## config.mk

```make
export PLATFORM = sky130hd
export DESIGN_NAME = shift_add_multiplier
export DESIGN_NICKNAME = d
export VERILOG_FILES = /design/src/rtl/shift_add_multiplier_pkg.sv /design/src/rtl/add_shift_stage.sv /design/src/rtl/shift_add_multiplier.sv
export SDC_FILE = /design/constraint.sdc
export NUM_CORES = 1
export LEC_CHECK = 0
export CORE_UTILIZATION = 45
export CTS_BUF_LIST = sky130_fd_sc_hd__clkbuf_8
export DETAILED_ROUTE_END_ITERATION = 10
export PLACE_DENSITY = 0.73
export SLEW_MARGIN = 20
export SYNTH_ARGS = -nofsm -noshare
export SYNTH_HDL_FRONTEND = slang
export SYNTH_SLANG_ARGS = --single-unit
export TNS_END_PERCENT = 20
```

## constraint.sdc

```tcl
create_clock -name clk -period 8.4 [get_ports clk]
set_input_delay 0.84 -clock clk [delete_from_list [all_inputs] [get_ports clk]]
set_output_delay 0.84 -clock clk [all_outputs]
set_load 0.01 [all_outputs]
```

## src/rtl/shift_add_multiplier_pkg.sv

```systemverilog
// Shared types and sizing helpers for the shift-add multiplier and its add/shift stage.
package shift_add_multiplier_pkg;

   localparam int unsigned DEF_WIDTH = 6;

   typedef enum logic [1:0] {
      ST_IDLE = 2'b00,
      ST_RUN  = 2'b01,
      ST_DONE = 2'b10
   } state_e;

   function automatic int unsigned prod_w(input int unsigned w);
      return 2 * w;
   endfunction

   // One extra bit over clog2 so the iteration counter can index WIDTH itself.
   function automatic int unsigned cnt_w(input int unsigned w);
      return $clog2(w) + 1;
   endfunction

   localparam int unsigned DEF_CNT_W = cnt_w(DEF_WIDTH);

endpackage

```

## src/rtl/add_shift_stage.sv

```systemverilog
// One add-and-shift iteration: ripple-adds the gated multiplicand into acc_hi and
// shifts {carry, sum, mreg} right by one.
module add_shift_stage #(
   parameter int unsigned WIDTH = 6
) (
   input  logic [WIDTH-1:0] acc_hi,
   input  logic [WIDTH-1:0] mcand,
   input  logic [WIDTH-1:0] mreg,
   output logic [WIDTH-1:0] acc_hi_nxt,
   output logic [WIDTH-1:0] mreg_nxt
);

   logic [WIDTH-1:0] addend;
   logic [WIDTH-1:0] sum;
   logic             cout;

   assign addend = mreg[0] ? mcand : '0;

   // Ripple adder with carry-in tied low.
   always_comb begin
      logic c;
      c    = 1'b0;
      sum  = '0;
      for (int i = 0; i < WIDTH; i++) begin
         sum[i] = acc_hi[i] ^ addend[i] ^ c;
         c      = (acc_hi[i] & addend[i]) | (c & (acc_hi[i] ^ addend[i]));
      end
      cout = c;
   end

   assign {acc_hi_nxt, mreg_nxt} = {cout, sum, mreg[WIDTH-1:1]};

endmodule

```

## src/rtl/shift_add_multiplier.sv

```systemverilog
// Sequential WIDTH x WIDTH multiplier, one partial product per clock with a start/busy/done
// handshake. Define MUL_SIGNED_EN for two's-complement operands (sign-magnitude around the core).
module shift_add_multiplier
   import shift_add_multiplier_pkg::*;
#(
   parameter int unsigned WIDTH = DEF_WIDTH
) (
   input  logic               clk,
   input  logic               rst_n,
   input  logic               start,
   input  logic [WIDTH-1:0]   a,
   input  logic [WIDTH-1:0]   b,
   output logic               busy,
   output logic               done,
   output logic [2*WIDTH-1:0] product
);

   localparam int unsigned PW    = prod_w(WIDTH);
   localparam int unsigned CNT_W = cnt_w(WIDTH);
   localparam logic [CNT_W-1:0] LAST_CNT = CNT_W'(WIDTH - 1);

   state_e           state_q, state_d;
   logic [WIDTH-1:0] mcand_q, mcand_d;
   logic [WIDTH-1:0] mreg_q, mreg_d;
   logic [WIDTH-1:0] acc_hi_q, acc_hi_d;
   logic [CNT_W-1:0] count_q, count_d;
   logic [PW-1:0]    product_q, product_d;

   logic [WIDTH-1:0] acc_hi_nxt, mreg_nxt;
   logic [WIDTH-1:0] a_mag, b_mag;
   logic [PW-1:0]    result;
   logic             load, last_iter;

   assign load      = start && (state_q == ST_IDLE || state_q == ST_DONE);
   assign last_iter = (state_q == ST_RUN) && (count_q == LAST_CNT);

`ifdef MUL_SIGNED_EN
   logic neg_q, neg_d;
   logic signed [WIDTH-1:0] a_s, b_s;

   function automatic logic [WIDTH-1:0] magnitude(input logic signed [WIDTH-1:0] v);
      logic [WIDTH-1:0] r;
      r = v;
      if (v[WIDTH-1])
         r = ~r + WIDTH'(1);
      return r;
   endfunction

   function automatic logic [PW-1:0] negate(input logic [PW-1:0] v);
      return ~v + PW'(1);
   endfunction

   assign a_s    = a;
   assign b_s    = b;
   assign a_mag  = magnitude(a_s);
   assign b_mag  = magnitude(b_s);
   assign neg_d  = load ? (a_s[WIDTH-1] ^ b_s[WIDTH-1]) : neg_q;
   assign result = neg_q ? negate({acc_hi_nxt, mreg_nxt}) : {acc_hi_nxt, mreg_nxt};

   always_ff @(posedge clk or negedge rst_n) begin
      if (!rst_n)
         neg_q <= 1'b0;
      else
         neg_q <= neg_d;
   end
`else
   assign a_mag  = a;
   assign b_mag  = b;
   assign result = {acc_hi_nxt, mreg_nxt};
`endif

   add_shift_stage #(.WIDTH(WIDTH)) u_add_shift_stage (
      .acc_hi     (acc_hi_q),
      .mcand      (mcand_q),
      .mreg       (mreg_q),
      .acc_hi_nxt (acc_hi_nxt),
      .mreg_nxt   (mreg_nxt)
   );

   always_ff @(posedge clk or negedge rst_n) begin
      if (!rst_n) begin
         state_q   <= ST_IDLE;
         mcand_q   <= '0;
         mreg_q    <= '0;
         acc_hi_q  <= '0;
         count_q   <= '0;
         product_q <= '0;
      end else begin
         state_q   <= state_d;
         mcand_q   <= mcand_d;
         mreg_q    <= mreg_d;
         acc_hi_q  <= acc_hi_d;
         count_q   <= count_d;
         product_q <= product_d;
      end
   end

   always_comb begin
      state_d = state_q;
      case (state_q)
         ST_IDLE: if (start) state_d = ST_RUN;
         ST_RUN:  if (last_iter) state_d = ST_DONE;
         ST_DONE: state_d = start ? ST_RUN : ST_IDLE;
         default: state_d = ST_IDLE;
      endcase
   end

   // Starts arriving during RUN fall through untouched: load is only true in IDLE/DONE.
   always_comb begin
      mcand_d   = mcand_q;
      mreg_d    = mreg_q;
      acc_hi_d  = acc_hi_q;
      count_d   = count_q;
      product_d = product_q;
      if (load) begin
         mcand_d  = a_mag;
         mreg_d   = b_mag;
         acc_hi_d = '0;
         count_d  = '0;
      end else if (state_q == ST_RUN) begin
         acc_hi_d = acc_hi_nxt;
         mreg_d   = mreg_nxt;
         count_d  = count_q + CNT_W'(1);
         if (last_iter)
            product_d = result;
      end
   end

   always_comb begin
      busy    = (state_q == ST_RUN);
      done    = (state_q == ST_DONE);
      product = product_q;
   end

endmodule

```

==> flow_summary_export.csv <==
group,metric,value,unit
clocking,clk_pin_slew,0.07,ns
yosys,synthCells,144,
worst_setup_path,path_class,"reg2reg",
timing,fmax,0.3267,GHz
cells_and_area,final_util,0.5956,
yosys,post-synth-top-count-cell,"dfrtp_1",
detailed_routing,avgViaCountPerCell,5.009,
yosys,ys_top_cells_by_area,"dfrtp_1 55%, nand2_1 7.6%, fa_1 6.1%, mux2i_1 4.3%, o2bb2ai_1 3.7%",
die,die-height,62.29,µm
min_path,hp-class,"reg2reg",
min_path,hold_path_depth,2,
global_route,grt_max_degree,37,
detailed_routing,num_vias,1102,
die,initial_core_util,0.4788,
detailed_routing,totalWireLength,3.015,mm
worst_setup_path,crit_path_end_kind,"flop",
clocking,hold_buffers,0,
detailed_routing,route.detailed.drc,0,
timing,worst_pin_slew,0.8159,ns
worst_setup_path,r2r_slack,5.34,ns
yosys,synth_edf_count,0,
yosys,syn_area_per_cell,11.36,µm²
global_route,grt_pass1_wl,5.223,mm
timing,tns,0,ns
worst_setup_path,start_kind,"flop",
power_and_ir_drop,powerDensity,362.3,nW/µm²
yosys,seq_area_frac_synth,0.5509,
cells_and_area,area_growth_syn_to_layout,24.41,%
place,dp_hpwl,2.064,mm
place,gpl.final_weighted_congestion,0.7789,
global_route,track_usage,0.1815,
place,port_buffers,28,
flow_run,cap_violations,0,
yosys,synth-main-ff-cell,"dfrtp_1",
timing,fin_skew,0.005022,ns
worst_setup_path,arrival,3.21,ns
yosys,ys_types,28,
die,pin_count,29,
clocking,root_buffer,"clkbuf_8",
detailed_routing,wl_per_cell,13.70,µm
global_route,globalRouteOverflowTotal,0,
yosys,netlist_top_cells_count,"36 x dfrtp_1, 33 x nand2_1, 13 x inv_1",
die,core_area,3416,µm²
cells_and_area,antenna_cells,0,
clocking,cts_made_buffers,5,
clocking,clk_latency,0.29,ns
global_route,grt_antenna_before_repair,0,
clocking,clockBufferDepth,2,
cells_and_area,nets,197,
run_status,outcome,"finished clean",
timing,relSlewSlack,0.4543,
yosys,ys_ff_latch,36,
timing,hold_ws,0.4811,ns
clocking,post_cts_resized,0,
timing,final-hold-violation-count,0,
yosys,ys_async_sr_fraction,1.000,
yosys,synth.top_cell.area_share,0.5509,
die,die_width,62.29,µm
detailed_routing,ant_nets,0,
worst_setup_path,rr_worst_depth,9,
detailed_routing,drt_pass1_iterations,4,
timing,slew_viol_final,0,
power_and_ir_drop,p_leak,0.9021,nW
yosys,yosysWarnings,0,
cells_and_area,drive_above_1_share,0.09195,
cells_and_area,final_cells,220,
worst_setup_path,cp.required,8.55,ns
timing,fin_crit_sh,0.3644,
die,dieArea,3879,µm²
clocking,post-cts-setup-buffer-count,0,
timing,rsz0062_at_grt,"no",
cells_and_area,fillers,284,
yosys,synth_top_area_cell,"dfrtp_1",
timing,finalSetupViolations,0,
yosys,synth_nets,167,
global_route,grt_pass1_vias,1112,
power_and_ir_drop,finalPower,0.7372,mW
die,rows,21,
clocking,htree_levels,2,
power_and_ir_drop,peakVddDrop,0.0001671,V
place,dp_cells,213,
clocking,clock_sink_count,36,
clocking,cts_tree,"yes",
worst_setup_path,cp_max_fo,7,
yosys,netlist_area,1635,µm²
timing,fin_crit,3.061,ns
detailed_routing,drt_iter0_markers,25,
logic make-up (layout without fill, tap and decap cells):
logic type | Yosys count | count (layout) | synth area share
AO/OA/AOI/OAI | 15 | 15 | 0.06886
XOR/XNOR | 1 | 1 | 0.005357
adder cells (fa/ha/maj) | 8 | 8 | 0.08417
buffers and inverters | 20 | 50 | 0.05814
flip-flops | 36 | 36 | 0.5509
multiplexers | 13 | 13 | 0.09105
AND/OR/NAND/NOR | 51 | 51 | 0.1416
flip-flops by register name, summed over array words and instances, names as in the netlist:
register / cells
product: 12
mreg_q: 6
count_q: 4
acc_hi_q: 6
mcand_q: 6
state_q: 2
per-stage QoR:
step	instance area [µm²]	worst slack (ns)
global route	2034	5.149
CTS	2034	5.312
finish	2034	5.339
global placement	1938	5.411
detailed placement	1938	5.328
floorplan	1635	5.515
per-layer routing:
metal,track usage,vias to the layer above,part of all wire
met1,0.2221,544,0.45
met4,0.07849,0,0.018
met5,0,-,0
met3,0.06618,6,0.036
li1,-,527,-
met2,0.2885,25,0.50
cell type report:
type | count | area (µm²) | share of cell area
inverter | 14 | 52.55 | 0.02583
multi-input combinational | 88 | 639.4 | 0.3143
tap | 46 | 57.56 | 0.02829
clock buffer | 7 | 96.34 | 0.04736
sequential | 36 | 900.9 | 0.4428
timing repair buffer | 29 | 287.8 | 0.1415
cells in the final DEF (no fill, tap or decap):
master,Yosys,final
dfrtp_1,36,36
nand2_1,33,33
clkdlybuf4s50_1,0,28
inv_1,13,13
o2bb2ai_1,7,7
mux2i_1,7,7
clkbuf_8,0,7
nor2_1,5,5
fa_1,5,5
nand3_1,4,4
mux2_4,3,3
mux2_2,3,3
a22oi_1,3,3
ha_1,3,3
and2b_1,2,2
nand2b_1,2,2
o21ai_0,2,2
a31oi_1,2,2
and2_1,1,1
inv_2,1,1
nor3_4,1,1
nand4_1,1,1
o22ai_1,1,1
nor3_1,1,1
nand3b_1,1,1
xor2_1,1,1
buf_4,0,1
report_power, final:
part	leakage [nW]	internal, mW	total [mW]	switching, mW
sequential	0.451	0.251	0.305	0.0533
combinational	0.401	0.148	0.300	0.152
clock	0.0503	0.0730	0.132	0.0591
worst paths after layout:
check	start	end
worst max register to register	mreg_q[0]	product[10]
max in group asynchronous	rst_n	count_q[3]
worst min register to register	mcand_q[2]	mcand_q[2]
worst max-delay path	mreg_q[0]	product[10]
worst min-delay path	mcand_q[2]	mcand_q[2]
min in group asynchronous	rst_n	product[10]
worst max-delay path: stages (launching register included):
cell	delay [ns]
dfrtp_1	0.45
and2_1	0.17
ha_1	0.14
inv_1	0.05
fa_1	0.37
fa_1	0.38
fa_1	0.39
fa_1	0.38
fa_1	0.52
mux2i_1	0.07
No activity file was read; power rests on OpenSTA's default activity.
==> edit: new RTL, config.mk and constraints unchanged <==
Set the package constant `DEF_WIDTH` to 8 (it was 6).
--- a/src/rtl/shift_add_multiplier_pkg.sv
+++ b/src/rtl/shift_add_multiplier_pkg.sv
@@ -1,7 +1,7 @@
 // Shared types and sizing helpers for the shift-add multiplier and its add/shift stage.
 package shift_add_multiplier_pkg;
 
-   localparam int unsigned DEF_WIDTH = 6;
+   localparam int unsigned DEF_WIDTH = 8;
 
    typedef enum logic [1:0] {
       ST_IDLE = 2'b00,
Interface: changed (resized a, b and product); port bits go from 29 to 37. The function was not compared with the original's and may differ.
==> edit against the unedited design <==
  * Maximum frequency shrank 23%
  * Sequential cell count is 10 higher
  * Total power increased by 23%
  * Setup slack worse by 0.91 ns
  * Final area is 25% higher
  * Routed wire length rose by 25%
  * Non-clock buffer count rose by 8
  * Area after synthesis rose by 26%
  * Largest cell class unchanged
==> edit: results (changes against the unedited design) <==
run status complete, no violations (unchanged); dpl hpwl 2577 µm (was 2064 µm); GR Util All Layers 0.1795 (was 0.1815); CTS root buf clkbuf_8 (unchanged); router iterations before antenna repair 4 (unchanged); worst vdd ir 185.4 µV (was 167.1 µV); post-synth net total 212 (was 167); initial antenna violation count 0 (unchanged); placer congestion estimate 0.7949 (was 0.7789); Min-Delay Path Class primary input to async pin (was flip-flop to flip-flop); Leak 1.113 nW (was 0.9021 nW); YS warnings 0 (unchanged); Synth Flop Type dfrtp_1 (unchanged); Net Sw Frac 0.3696 (was 0.3593); CTS H-Tree Depth 2 (unchanged); Reg2Reg Launch Point mreg_q[0]$_DFFE_PN0P_ (unchanged); async set or reset register ratio after synthesis 1.000 (unchanged); DP Worst Slack 4.443 ns (was 5.328 ns); Max Fanout on Critical Path 9 (was 7); fillcell total 373 (was 284); Resized cells post-CTS 0 (unchanged); Total Nets Final 247 (was 197); IO Port Bufs 36 (was 28); placement-stage cell area 2424 µm² (was 1938 µm²); clock skew 0.01197 ns (was 0.005022 ns); layout cells sized above 1 0.09091 (was 0.09195); Reg clk slew, reported paths 0.09 ns (was 0.07 ns); Worst Setup EP product[14]$_DFFE_PN0P_ (was product[10]$_DFFE_PN0P_); FF-to-FF path depth 11 (was 9); Unique masters post-synth 29 (was 28); Worst-Skew Late Latency 0.31 ns (was 0.29 ns); Num CTS Buffers 5 (unchanged); vias in the first global route 1413 (was 1112); largest net degree at the start of global routing 47 (was 37); Worst-Margin Slew 1.037 ns (was 0.8159 ns); WL per Instance 13.85 µm (was 13.70 µm); Max clock buf depth 2 (unchanged); critical path class flip-flop to flip-flop (unchanged); post-CTS setup buffer count 0 (unchanged); sequential element share of the synthesized area 0.5596 (was 0.5509); Tcrit/Tclk final 0.4724 (was 0.3644); initial DRC count 92 (was 25); Post-synth top cells dfrtp_1 (46), nand2_1 (46), inv_1 (17), mux2i_1 (9), o2bb2ai_1 (8) (was dfrtp_1 (36), nand2_1 (33), inv_1 (13), mux2i_1 (7), o2bb2ai_1 (7)); Largest register FFs 16 (was 12); first-pass GRT wire length 6693 µm (was 5223 µm); Vias/cell 5.074 (was 5.009); Area contributors post-synth dfrtp_1 (56%), nand2_1 (8.4%), fa_1 (6.8%) (was dfrtp_1 (55%), nand2_1 (7.6%), fa_1 (6.1%)); antenna fix cells 0 (unchanged); CP Data Arrival Time 4.12 ns (was 3.21 ns)
-- edit: cell types whose count changed after synthesis, sizes merged, moves of 2 or more --
cell    change
nand2      +13
dfrtp      +10
a31oi       +3
inv         +3
nor2        +3
clkbuf      +2
fa          +2
mux2        +2
mux2i       +2
-- edit: cells by family (layout without fill, tap and decap cells) --
kind of cell | count (synthesis) | count (layout) | synth area share
XOR/XNOR | 1 | 1 | 0.004259
AND/OR/NAND/NOR | 66 | 66 | 0.1405
flip-flops | 46 | 46 | 0.5596
adder cells (fa/ha/maj) | 9 | 9 | 0.08029
multiplexers | 17 | 17 | 0.08942
buffers and inverters | 26 | 62 | 0.05717
AO/OA/AOI/OAI | 19 | 19 | 0.06874
-- edit: layer usage --
layer	track usage	wire, µm	vias to the layer above
met5	0	0	-
met4	0.08667	87	0
met3	0.03198	114	8
met2	0.2902	1866	26
met1	0.2353	1699	679
li1	-	-	667
-- edit: worst min path at each step --
stage	start	slack (ns)	cells after the start	endpoint
after floorplan	mcand_q[0]$_DFFE_PN0P_	0.44	2	mcand_q[0]$_DFFE_PN0P_
after global placement	mcand_q[0]$_DFFE_PN0P_	0.45	2	mcand_q[0]$_DFFE_PN0P_
after detailed placement	mcand_q[0]$_DFFE_PN0P_	0.46	2	mcand_q[0]$_DFFE_PN0P_
after CTS	mcand_q[0]$_DFFE_PN0P_	0.49	2	mcand_q[0]$_DFFE_PN0P_
after global routing	rst_n	0.42	1	mcand_q[6]$_DFFE_PN0P_
final	rst_n	0.40	1	mcand_q[7]$_DFFE_PN0P_
-- edit: critical path, stage by stage (launching register included) --
cell and delay [ns]:
dfrtp_1 0.50, and2_1 0.17, ha_1 0.13, inv_1 0.04, fa_1 0.37, fa_1 0.39
fa_1 0.39, fa_1 0.40, fa_1 0.40, fa_1 0.40, fa_1 0.53, mux2i_1 0.09
-- edit: power groups by stage --
| stage | Clock, mW | Combinational (mW) | Sequential (mW) |
|---|---|---|---|
| detailed placement | 0 | 0.392 | 0.393 |
| CTS | 0.138 | 0.391 | 0.390 |
| finish | 0.135 | 0.384 | 0.390 |
| global route | 0.147 | 0.435 | 0.406 |
| floorplan | 0 | 0.248 | 0.390 |
| global placement | 0 | 0.379 | 0.391 |
-- edit: cell type report --
| type | instances | share of cell area |
|---|---|---|
| sequential | 46 | 0.4543 |
| multi-input combinational | 112 | 0.3111 |
| timing repair buffer | 37 | 0.1481 |
| clock buffer | 5 | 0.02716 |
| tap | 52 | 0.02568 |
| inverter | 17 | 0.02519 |
| clock inverter | 3 | 0.008395 |
-- edit: through the flow --
step                      cells  utilization
after global placement      263       0.5528
final                       272       0.5779
after CTS                   271       0.5733
after floorplan             184            -
after global routing        272       0.5779
after detailed placement    263       0.5528
